<file path="config.mk">
export PLATFORM = sky130hd
export DESIGN_NAME = kv_sorting_network_flat
export DESIGN_NICKNAME = d
export VERILOG_FILES = /design/src/rtl/sorting_pkg.sv /design/src/rtl/kv_sorting_network_if.sv /design/src/rtl/sort_layer.sv /design/src/rtl/kv_sorting_network.sv /design/src/flat_wrapper.sv
export SDC_FILE = /design/constraint.sdc
export NUM_CORES = 2
export LEC_CHECK = 0
export ABC_AREA = 0
export CAP_MARGIN = 20
export CORE_UTILIZATION = 43
export DETAILED_ROUTE_END_ITERATION = 10
export HOLD_SLACK_MARGIN = 0.05
export PLACE_DENSITY = 0.58
export REMOVE_ABC_BUFFERS = 1
export SLEW_MARGIN = 20
export SYNTH_ARGS = -nofsm -noshare
export SYNTH_HDL_FRONTEND = slang
export SYNTH_SLANG_ARGS = --single-unit
</file>
<file path="constraint.sdc">
create_clock -name clk_i -period 88.9 [get_ports clk_i]
set_clock_uncertainty 0.1 [all_clocks]
set_input_delay 13.335 -clock clk_i [delete_from_list [all_inputs] [get_ports clk_i]]
set_output_delay 13.335 -clock clk_i [all_outputs]
set_load 0.005 [all_outputs]
</file>
<file path="src/rtl/sorting_pkg.sv">
`default_nettype none
// ============================================================================
// sorting_pkg -- sizing helpers and compare-exchange rule for the kv sorter.
// Rev 1.0
// ============================================================================
package sorting_pkg;

  localparam int KEY_MAX_W = 64;

  function automatic int stages_f(input int n, input int lps);
    return (n + lps - 1) / lps;
  endfunction

  function automatic int idx_width_f(input int n);
    return (n > 2) ? $clog2(n) : 1;
  endfunction

  // Strict compares only: equal keys never swap, which keeps the sort stable.
  function automatic logic swap_f(input logic [KEY_MAX_W-1:0] key_a,
                                  input logic [KEY_MAX_W-1:0] key_b,
                                  input logic                 descend);
    return descend ? (key_a < key_b) : (key_a > key_b);
  endfunction

endpackage
`default_nettype wire

</file>
<file path="src/rtl/kv_sorting_network_if.sv">
`default_nettype none
// ============================================================================
// kv_sorting_network_if -- vector in/out bus with valid/ready for the sorter.
// Rev 1.0
// ============================================================================
interface kv_sorting_network_if #(
  parameter int NUMBER_WIDTH   = 10,
  parameter int TAG_WIDTH      = 8,
  parameter int NUMBERS_AMOUNT = 10
);
  import sorting_pkg::*;

  localparam int IDX_W = idx_width_f(NUMBERS_AMOUNT);

  logic [NUMBERS_AMOUNT-1:0][NUMBER_WIDTH-1:0] data_i;
  logic [NUMBERS_AMOUNT-1:0][TAG_WIDTH-1:0]    tag_i;
  logic                                        descend_i;
  logic                                        data_valid_i;
  logic                                        data_ready_o;

  logic [NUMBERS_AMOUNT-1:0][NUMBER_WIDTH-1:0] data_o;
  logic [NUMBERS_AMOUNT-1:0][TAG_WIDTH-1:0]    tag_o;
  logic [NUMBERS_AMOUNT-1:0][IDX_W-1:0]        index_o;
  logic                                        descend_o;
  logic                                        data_valid_o;
  logic                                        data_ready_i;

  modport slave (
    input  data_i, tag_i, descend_i, data_valid_i, data_ready_i,
    output data_ready_o, data_o, tag_o, index_o, descend_o, data_valid_o
  );

  modport master (
    output data_i, tag_i, descend_i, data_valid_i, data_ready_i,
    input  data_ready_o, data_o, tag_o, index_o, descend_o, data_valid_o
  );

endinterface
`default_nettype wire

</file>
<file path="src/rtl/sort_layer.sv">
`default_nettype none
// ============================================================================
// sort_layer -- one combinational odd/even transposition layer over records.
// Rev 1.0
// ============================================================================
module sort_layer
  import sorting_pkg::*;
#(
  parameter  int NUMBER_WIDTH   = 10,
  parameter  int TAG_WIDTH      = 8,
  parameter  int NUMBERS_AMOUNT = 10,
  parameter  int PARITY         = 0,
  localparam int IDX_W          = idx_width_f(NUMBERS_AMOUNT),
  localparam int REC_W          = NUMBER_WIDTH + TAG_WIDTH + IDX_W
) (
  input  logic [NUMBERS_AMOUNT-1:0][REC_W-1:0] i_recs,
  input  logic                                 i_descend,
  output logic [NUMBERS_AMOUNT-1:0][REC_W-1:0] o_recs
);

  typedef struct packed {
    logic [NUMBER_WIDTH-1:0] key;
    logic [TAG_WIDTH-1:0]    tag;
    logic [IDX_W-1:0]        idx;
  } rec_t;

  rec_t [NUMBERS_AMOUNT-1:0] w_in;
  rec_t [NUMBERS_AMOUNT-1:0] w_out;

  assign w_in   = i_recs;
  assign o_recs = w_out;

  // Unpaired edge elements fall out of the default copy untouched.
  always_comb begin
    w_out = w_in;
    for (int i = PARITY; i + 1 < NUMBERS_AMOUNT; i += 2) begin
      if (swap_f(KEY_MAX_W'(w_in[i].key), KEY_MAX_W'(w_in[i+1].key), i_descend)) begin
        w_out[i]   = w_in[i+1];
        w_out[i+1] = w_in[i];
      end
    end
  end

endmodule
`default_nettype wire

</file>
<file path="src/rtl/kv_sorting_network.sv">
`default_nettype none
// ============================================================================
// kv_sorting_network -- pipelined stable key/tag sorter with global stall.
// Rev 1.0
// ============================================================================
module kv_sorting_network
  import sorting_pkg::*;
#(
  parameter int NUMBER_WIDTH     = 10,
  parameter int TAG_WIDTH        = 8,
  parameter int NUMBERS_AMOUNT   = 10,
  parameter int LAYERS_PER_STAGE = 1
) (
  input logic                 clk_i,
  input logic                 rst_i,
  kv_sorting_network_if.slave bus
);

  localparam int N      = NUMBERS_AMOUNT;
  localparam int LPS    = LAYERS_PER_STAGE;
  localparam int IDX_W  = idx_width_f(N);
  localparam int STAGES = stages_f(N, LPS);

  typedef struct packed {
    logic [NUMBER_WIDTH-1:0] key;
    logic [TAG_WIDTH-1:0]    tag;
    logic [IDX_W-1:0]        idx;
  } rec_t;

  typedef rec_t [N-1:0] vec_t;

  function automatic int stage_last_f(input int s);
    return ((((s + 1) * LPS) < N) ? ((s + 1) * LPS) : N) - 1;
  endfunction

  vec_t r_recs  [STAGES];
  logic r_desc  [STAGES];
  logic r_valid [STAGES];

  vec_t w_entry;
  vec_t w_stage_out  [STAGES];
  logic w_stage_desc [STAGES];
  logic w_stage_vld  [STAGES];
  logic w_en;

  // Ready depends combinationally on the consumer's ready.
  assign w_en             = bus.data_ready_i | ~r_valid[STAGES-1];
  assign bus.data_ready_o = w_en;

  always_comb begin
    w_entry = '0;
    for (int i = 0; i < N; i++) begin
      w_entry[i].key = bus.data_i[i];
      w_entry[i].tag = bus.tag_i[i];
      w_entry[i].idx = IDX_W'(i);
    end
  end

  genvar gs;
  genvar gl;

  for (gs = 0; gs < STAGES; gs++) begin : g_stage_in
    if (gs == 0) begin : g_head
      assign w_stage_desc[gs] = bus.descend_i;
      assign w_stage_vld[gs]  = bus.data_valid_i & w_en;
    end else begin : g_tail
      assign w_stage_desc[gs] = r_desc[gs-1];
      assign w_stage_vld[gs]  = r_valid[gs-1];
    end
  end

  for (gl = 0; gl < N; gl++) begin : g_layer
    vec_t w_lin;
    vec_t w_lout;

    if (gl == 0) begin : g_src_input
      assign w_lin = w_entry;
    end else if ((gl % LPS) == 0) begin : g_src_reg
      assign w_lin = r_recs[(gl / LPS) - 1];
    end else begin : g_src_chain
      assign w_lin = g_layer[gl-1].w_lout;
    end

    sort_layer #(
      .NUMBER_WIDTH   (NUMBER_WIDTH),
      .TAG_WIDTH      (TAG_WIDTH),
      .NUMBERS_AMOUNT (N),
      .PARITY         (gl % 2)
    ) u_layer (
      .i_recs    (w_lin),
      .i_descend (w_stage_desc[gl / LPS]),
      .o_recs    (w_lout)
    );

    if (gl == stage_last_f(gl / LPS)) begin : g_stage_end
      assign w_stage_out[gl / LPS] = w_lout;
    end
  end

  always_ff @(posedge clk_i) begin
    if (rst_i) begin
      for (int s = 0; s < STAGES; s++) begin
        r_recs[s]  <= '0;
        r_desc[s]  <= 1'b0;
        r_valid[s] <= 1'b0;
      end
    end else if (w_en) begin
      for (int s = 0; s < STAGES; s++) begin
        r_recs[s]  <= w_stage_out[s];
        r_desc[s]  <= w_stage_desc[s];
        r_valid[s] <= w_stage_vld[s];
      end
    end
  end

  always_comb begin
    bus.data_o  = '0;
    bus.tag_o   = '0;
    bus.index_o = '0;
    for (int i = 0; i < N; i++) begin
      bus.data_o[i]  = r_recs[STAGES-1][i].key;
      bus.tag_o[i]   = r_recs[STAGES-1][i].tag;
      bus.index_o[i] = r_recs[STAGES-1][i].idx;
    end
  end

  assign bus.descend_o    = r_desc[STAGES-1];
  assign bus.data_valid_o = r_valid[STAGES-1];

endmodule
`default_nettype wire

</file>
<file path="src/flat_wrapper.sv">
// flat-port wrapper written by rule: the top's interface ports become plain ports
module kv_sorting_network_flat import sorting_pkg::*;
#(
  parameter int NUMBER_WIDTH     = 10,
  parameter int TAG_WIDTH        = 8,
  parameter int NUMBERS_AMOUNT   = 10,
  parameter int LAYERS_PER_STAGE = 1
)
  (clk_i, rst_i, bus_data_i, bus_tag_i, bus_descend_i, bus_data_valid_i, bus_data_ready_i, bus_data_ready_o, bus_data_o, bus_tag_o, bus_index_o, bus_descend_o, bus_data_valid_o);
  kv_sorting_network_if #(.NUMBER_WIDTH(NUMBER_WIDTH), .TAG_WIDTH(TAG_WIDTH), .NUMBERS_AMOUNT(NUMBERS_AMOUNT)) bus_i ();
  input logic clk_i;
  input logic rst_i;
  input wire logic [$bits(bus_i.data_i)-1:0] bus_data_i;
  input wire logic [$bits(bus_i.tag_i)-1:0] bus_tag_i;
  input wire logic [$bits(bus_i.descend_i)-1:0] bus_descend_i;
  input wire logic [$bits(bus_i.data_valid_i)-1:0] bus_data_valid_i;
  input wire logic [$bits(bus_i.data_ready_i)-1:0] bus_data_ready_i;
  output wire logic [$bits(bus_i.data_ready_o)-1:0] bus_data_ready_o;
  output wire logic [$bits(bus_i.data_o)-1:0] bus_data_o;
  output wire logic [$bits(bus_i.tag_o)-1:0] bus_tag_o;
  output wire logic [$bits(bus_i.index_o)-1:0] bus_index_o;
  output wire logic [$bits(bus_i.descend_o)-1:0] bus_descend_o;
  output wire logic [$bits(bus_i.data_valid_o)-1:0] bus_data_valid_o;
  assign bus_i.data_i = bus_data_i;
  assign bus_i.tag_i = bus_tag_i;
  assign bus_i.descend_i = bus_descend_i;
  assign bus_i.data_valid_i = bus_data_valid_i;
  assign bus_i.data_ready_i = bus_data_ready_i;
  assign bus_data_ready_o = bus_i.data_ready_o;
  assign bus_data_o = bus_i.data_o;
  assign bus_tag_o = bus_i.tag_o;
  assign bus_index_o = bus_i.index_o;
  assign bus_descend_o = bus_i.descend_o;
  assign bus_data_valid_o = bus_i.data_valid_o;
  kv_sorting_network #(.NUMBER_WIDTH(NUMBER_WIDTH), .TAG_WIDTH(TAG_WIDTH), .NUMBERS_AMOUNT(NUMBERS_AMOUNT), .LAYERS_PER_STAGE(LAYERS_PER_STAGE)) u_core (.clk_i(clk_i), .rst_i(rst_i), .bus(bus_i));
endmodule
</file>
==> metrics.txt <==
IO buf count 407; Area Overhead vs Synth 13.5%; antenna-violating nets left 0; Rows 178; mapped cell area 102000 um2; Post-CTS Setup Bufs 0; Hold Path Class register to register; Register Area around 65000 um2; Iteration-0 DRC Markers 5592; fraction of layout cells with a size suffix above 1 between 6 and 7%; fillcell total 20500; CTS resizes 0; HPWL after DPL just under 200 mm; Pwr Total between 2 and 3 mW; post-route core utilization 49.2%; area share of the largest cell type after synthesis 63.2%; gr ovfl total 0; largest net degree at the start of global routing approximately 220; Hold Buf Count CTS 0; Setup TNS 0 ns; sequential share of the synthesized area between 60 and 70%; worst vdd ir 0.0270 mV; Final Cycle Share approximately a third; CP Cell Sequence clkdlybuf4s50_1, nor2b_2, inv_2, clkdlybuf4s50_1; Post-Layout Cell Count ~11000; Flop pwr share 43.3%; reg2reg path depth 6; CTS max path bufs 3; Avg Cell Area, Syn between 10 and 15 um2; nets 8767; Slew Limit Fails 0; dominant cells by area after synthesis edfxtp_1, a22o_1, ha_1; Starting Density 43.4%; most common cell in the netlist edfxtp_1; RSZ-0062 raised after global routing false; WP data required 75.46 ns; Mapped Cells ~7900; Comb pwr share 25.5%; critical path fanouts, max 3; H-tree Lvls 4; PwrDens 25.5 nW/um2; setup ws final 60.88 ns; die area 240000 um2; first-pass GRT wire length around 390 mm; Commonest cells post-synth edfxtp_1, a22o_1, nand3_1; clk_lat worst skew 0.86 ns; Crit. End Element output pin; CTS tree yes; post-synth top area cell edfxtp_1; async set or reset register ratio after synthesis 0%; final setup vio count 0; initial antenna violation count 2; Die Y 490 um; Avg Vias per Cell 5.72; Fin. Hold Viols 0; Max Fclk 35.7 MHz; Die W 490 um; sw frac 34.2%; wirelength, routed around 260 mm; outcome complete, no violations; Clk pwr share 31.2%; Netlist cell types 49; hold path depth 2; max-cap viol count 0; core area between 200000 and 250000 um2; Clock Sinks 2151; Setup crit start kind input port; DR vias 65600; Placed Cells 11100; DR pass1 iterations 7; gpl congestion 0.871; Critical Path AT 14.59 ns; Critical-path top delay cell clkdlybuf4s50_1; Synth Flop Type edfxtp_1; Clock transition at path regs around 0.060 ns; GRT Total Usage 21.4%; wire length per cell between 20 and 25 um; cts bufs inserted 223; DRC violations left 0; Synth Warn # 0; Tmin final between 20 and 30 ns; flops & latches, synth between 2000 and 2500; Switching Power 1.01 mW; io pins between 400 and 500; worst slack at placement 60.87 ns; Post-synth EDFFs 2150; Worst path max stage delay 0.46 ns; Finished Cell Area 116000 um2; Max-slew headroom 24.3%; CP Class input port to output pin; clock root buffer clkbuf_16; vias in the first global route ~62000; area taken by multi-input logic gates ~33000 um2; Worst Max-Slew Pin Slew between 1 and 1.5 ns; placed cell areas 109000 um2; static leakage about 44 nW; Power Internal 1.94 mW; hold_ws 0.390 ns; most used cell, CP clkdlybuf4s50_1
## kinds of logic after synthesis
| logic type | Yosys count | share of synthesized area (%) |
|---|---|---|
| AO/OA/AOI/OAI | 2397 | 17.6 |
| multiplexers | 20 | 0.218 |
| buffers and inverters | 1062 | 4.44 |
| other | 1 | 0.00367 |
| adder cells (fa/ha/maj) | 450 | 5.51 |
| flip-flops | 2151 | 63.2 |
| AND/OR/NAND/NOR | 1866 | 9.04 |
## final timing paths
path / startpoint / end / slack (ns)
min: u_core.r_recs[0][179] / u_core.r_recs[0][179] / 0.39
max: bus_data_ready_i / bus_data_ready_o / 60.88
max reg2reg: u_core.r_valid[0][9] / u_core.r_recs[0][2159] / 83.37
min reg2reg: u_core.r_recs[0][179] / u_core.r_recs[0][179] / 0.39
## per-layer routing
layer | up-vias | share of wire (%) | track usage (%)
met5 | - | 0 | 0
met1 | 32300 | 47 | 30.4
met4 | 0 | 2.4 | 5.59
met3 | 349 | 4.2 | 2.32
li1 | 31200 | - | -
met2 | 1748 | 47 | 35.0
## layout by cell type, fill, tap and decap left out, drive strengths merged, types with 20 or more instances in the layout
cell and n:
a22o 1142, a31o 23, bufinv 24, nor2 53, nand2 611, o31ai 207, clkbuf 270, nand4 90
edfxtp 2150, a211oi 40, nand3 736, clkdlybuf4s50 407, nand2b 23, a31oi 49, o21ai 669, ha 450
o21a 72, and4 54, clkinv 95, mux2i 20, a21o 54, buf 122, nor2b 57, inv 501
a41o 27, o311ai 27, a21oi 64, and2 234
## cell type report
class | instances | area share (%)
repair buffers | 529 | 4.39
flip-flops and latches | 2151 | 55.7
multi-input cells | 4734 | 28.8
clock buffers | 270 | 5.02
clock inverters | 134 | 1.17
well taps | 3150 | 3.40
inverters | 493 | 1.59
diodes | 1 | 0.00216
## sequential cells by signal, summed over array words and instances, names as in the netlist
signal          cells
u_core.r_valid     10
u_core.r_recs    2131
u_core.r_desc      10
## critical path: cells and delay by family
family                 cells  cell delay, ns
buffers and inverters      3            0.98
and+or+nand+nor            1            0.27
## power groups by stage
stage	clock (mW)	sequential [mW]	combinational (mW)
final	0.921	1.28	0.755
after floorplan	0	1.26	0.528
after detailed placement	0	1.30	0.749
after global routing	0.975	1.29	0.837
after global placement	0	1.30	0.722
after CTS	0.942	1.28	0.750
(Power assumes the default switching activity.)
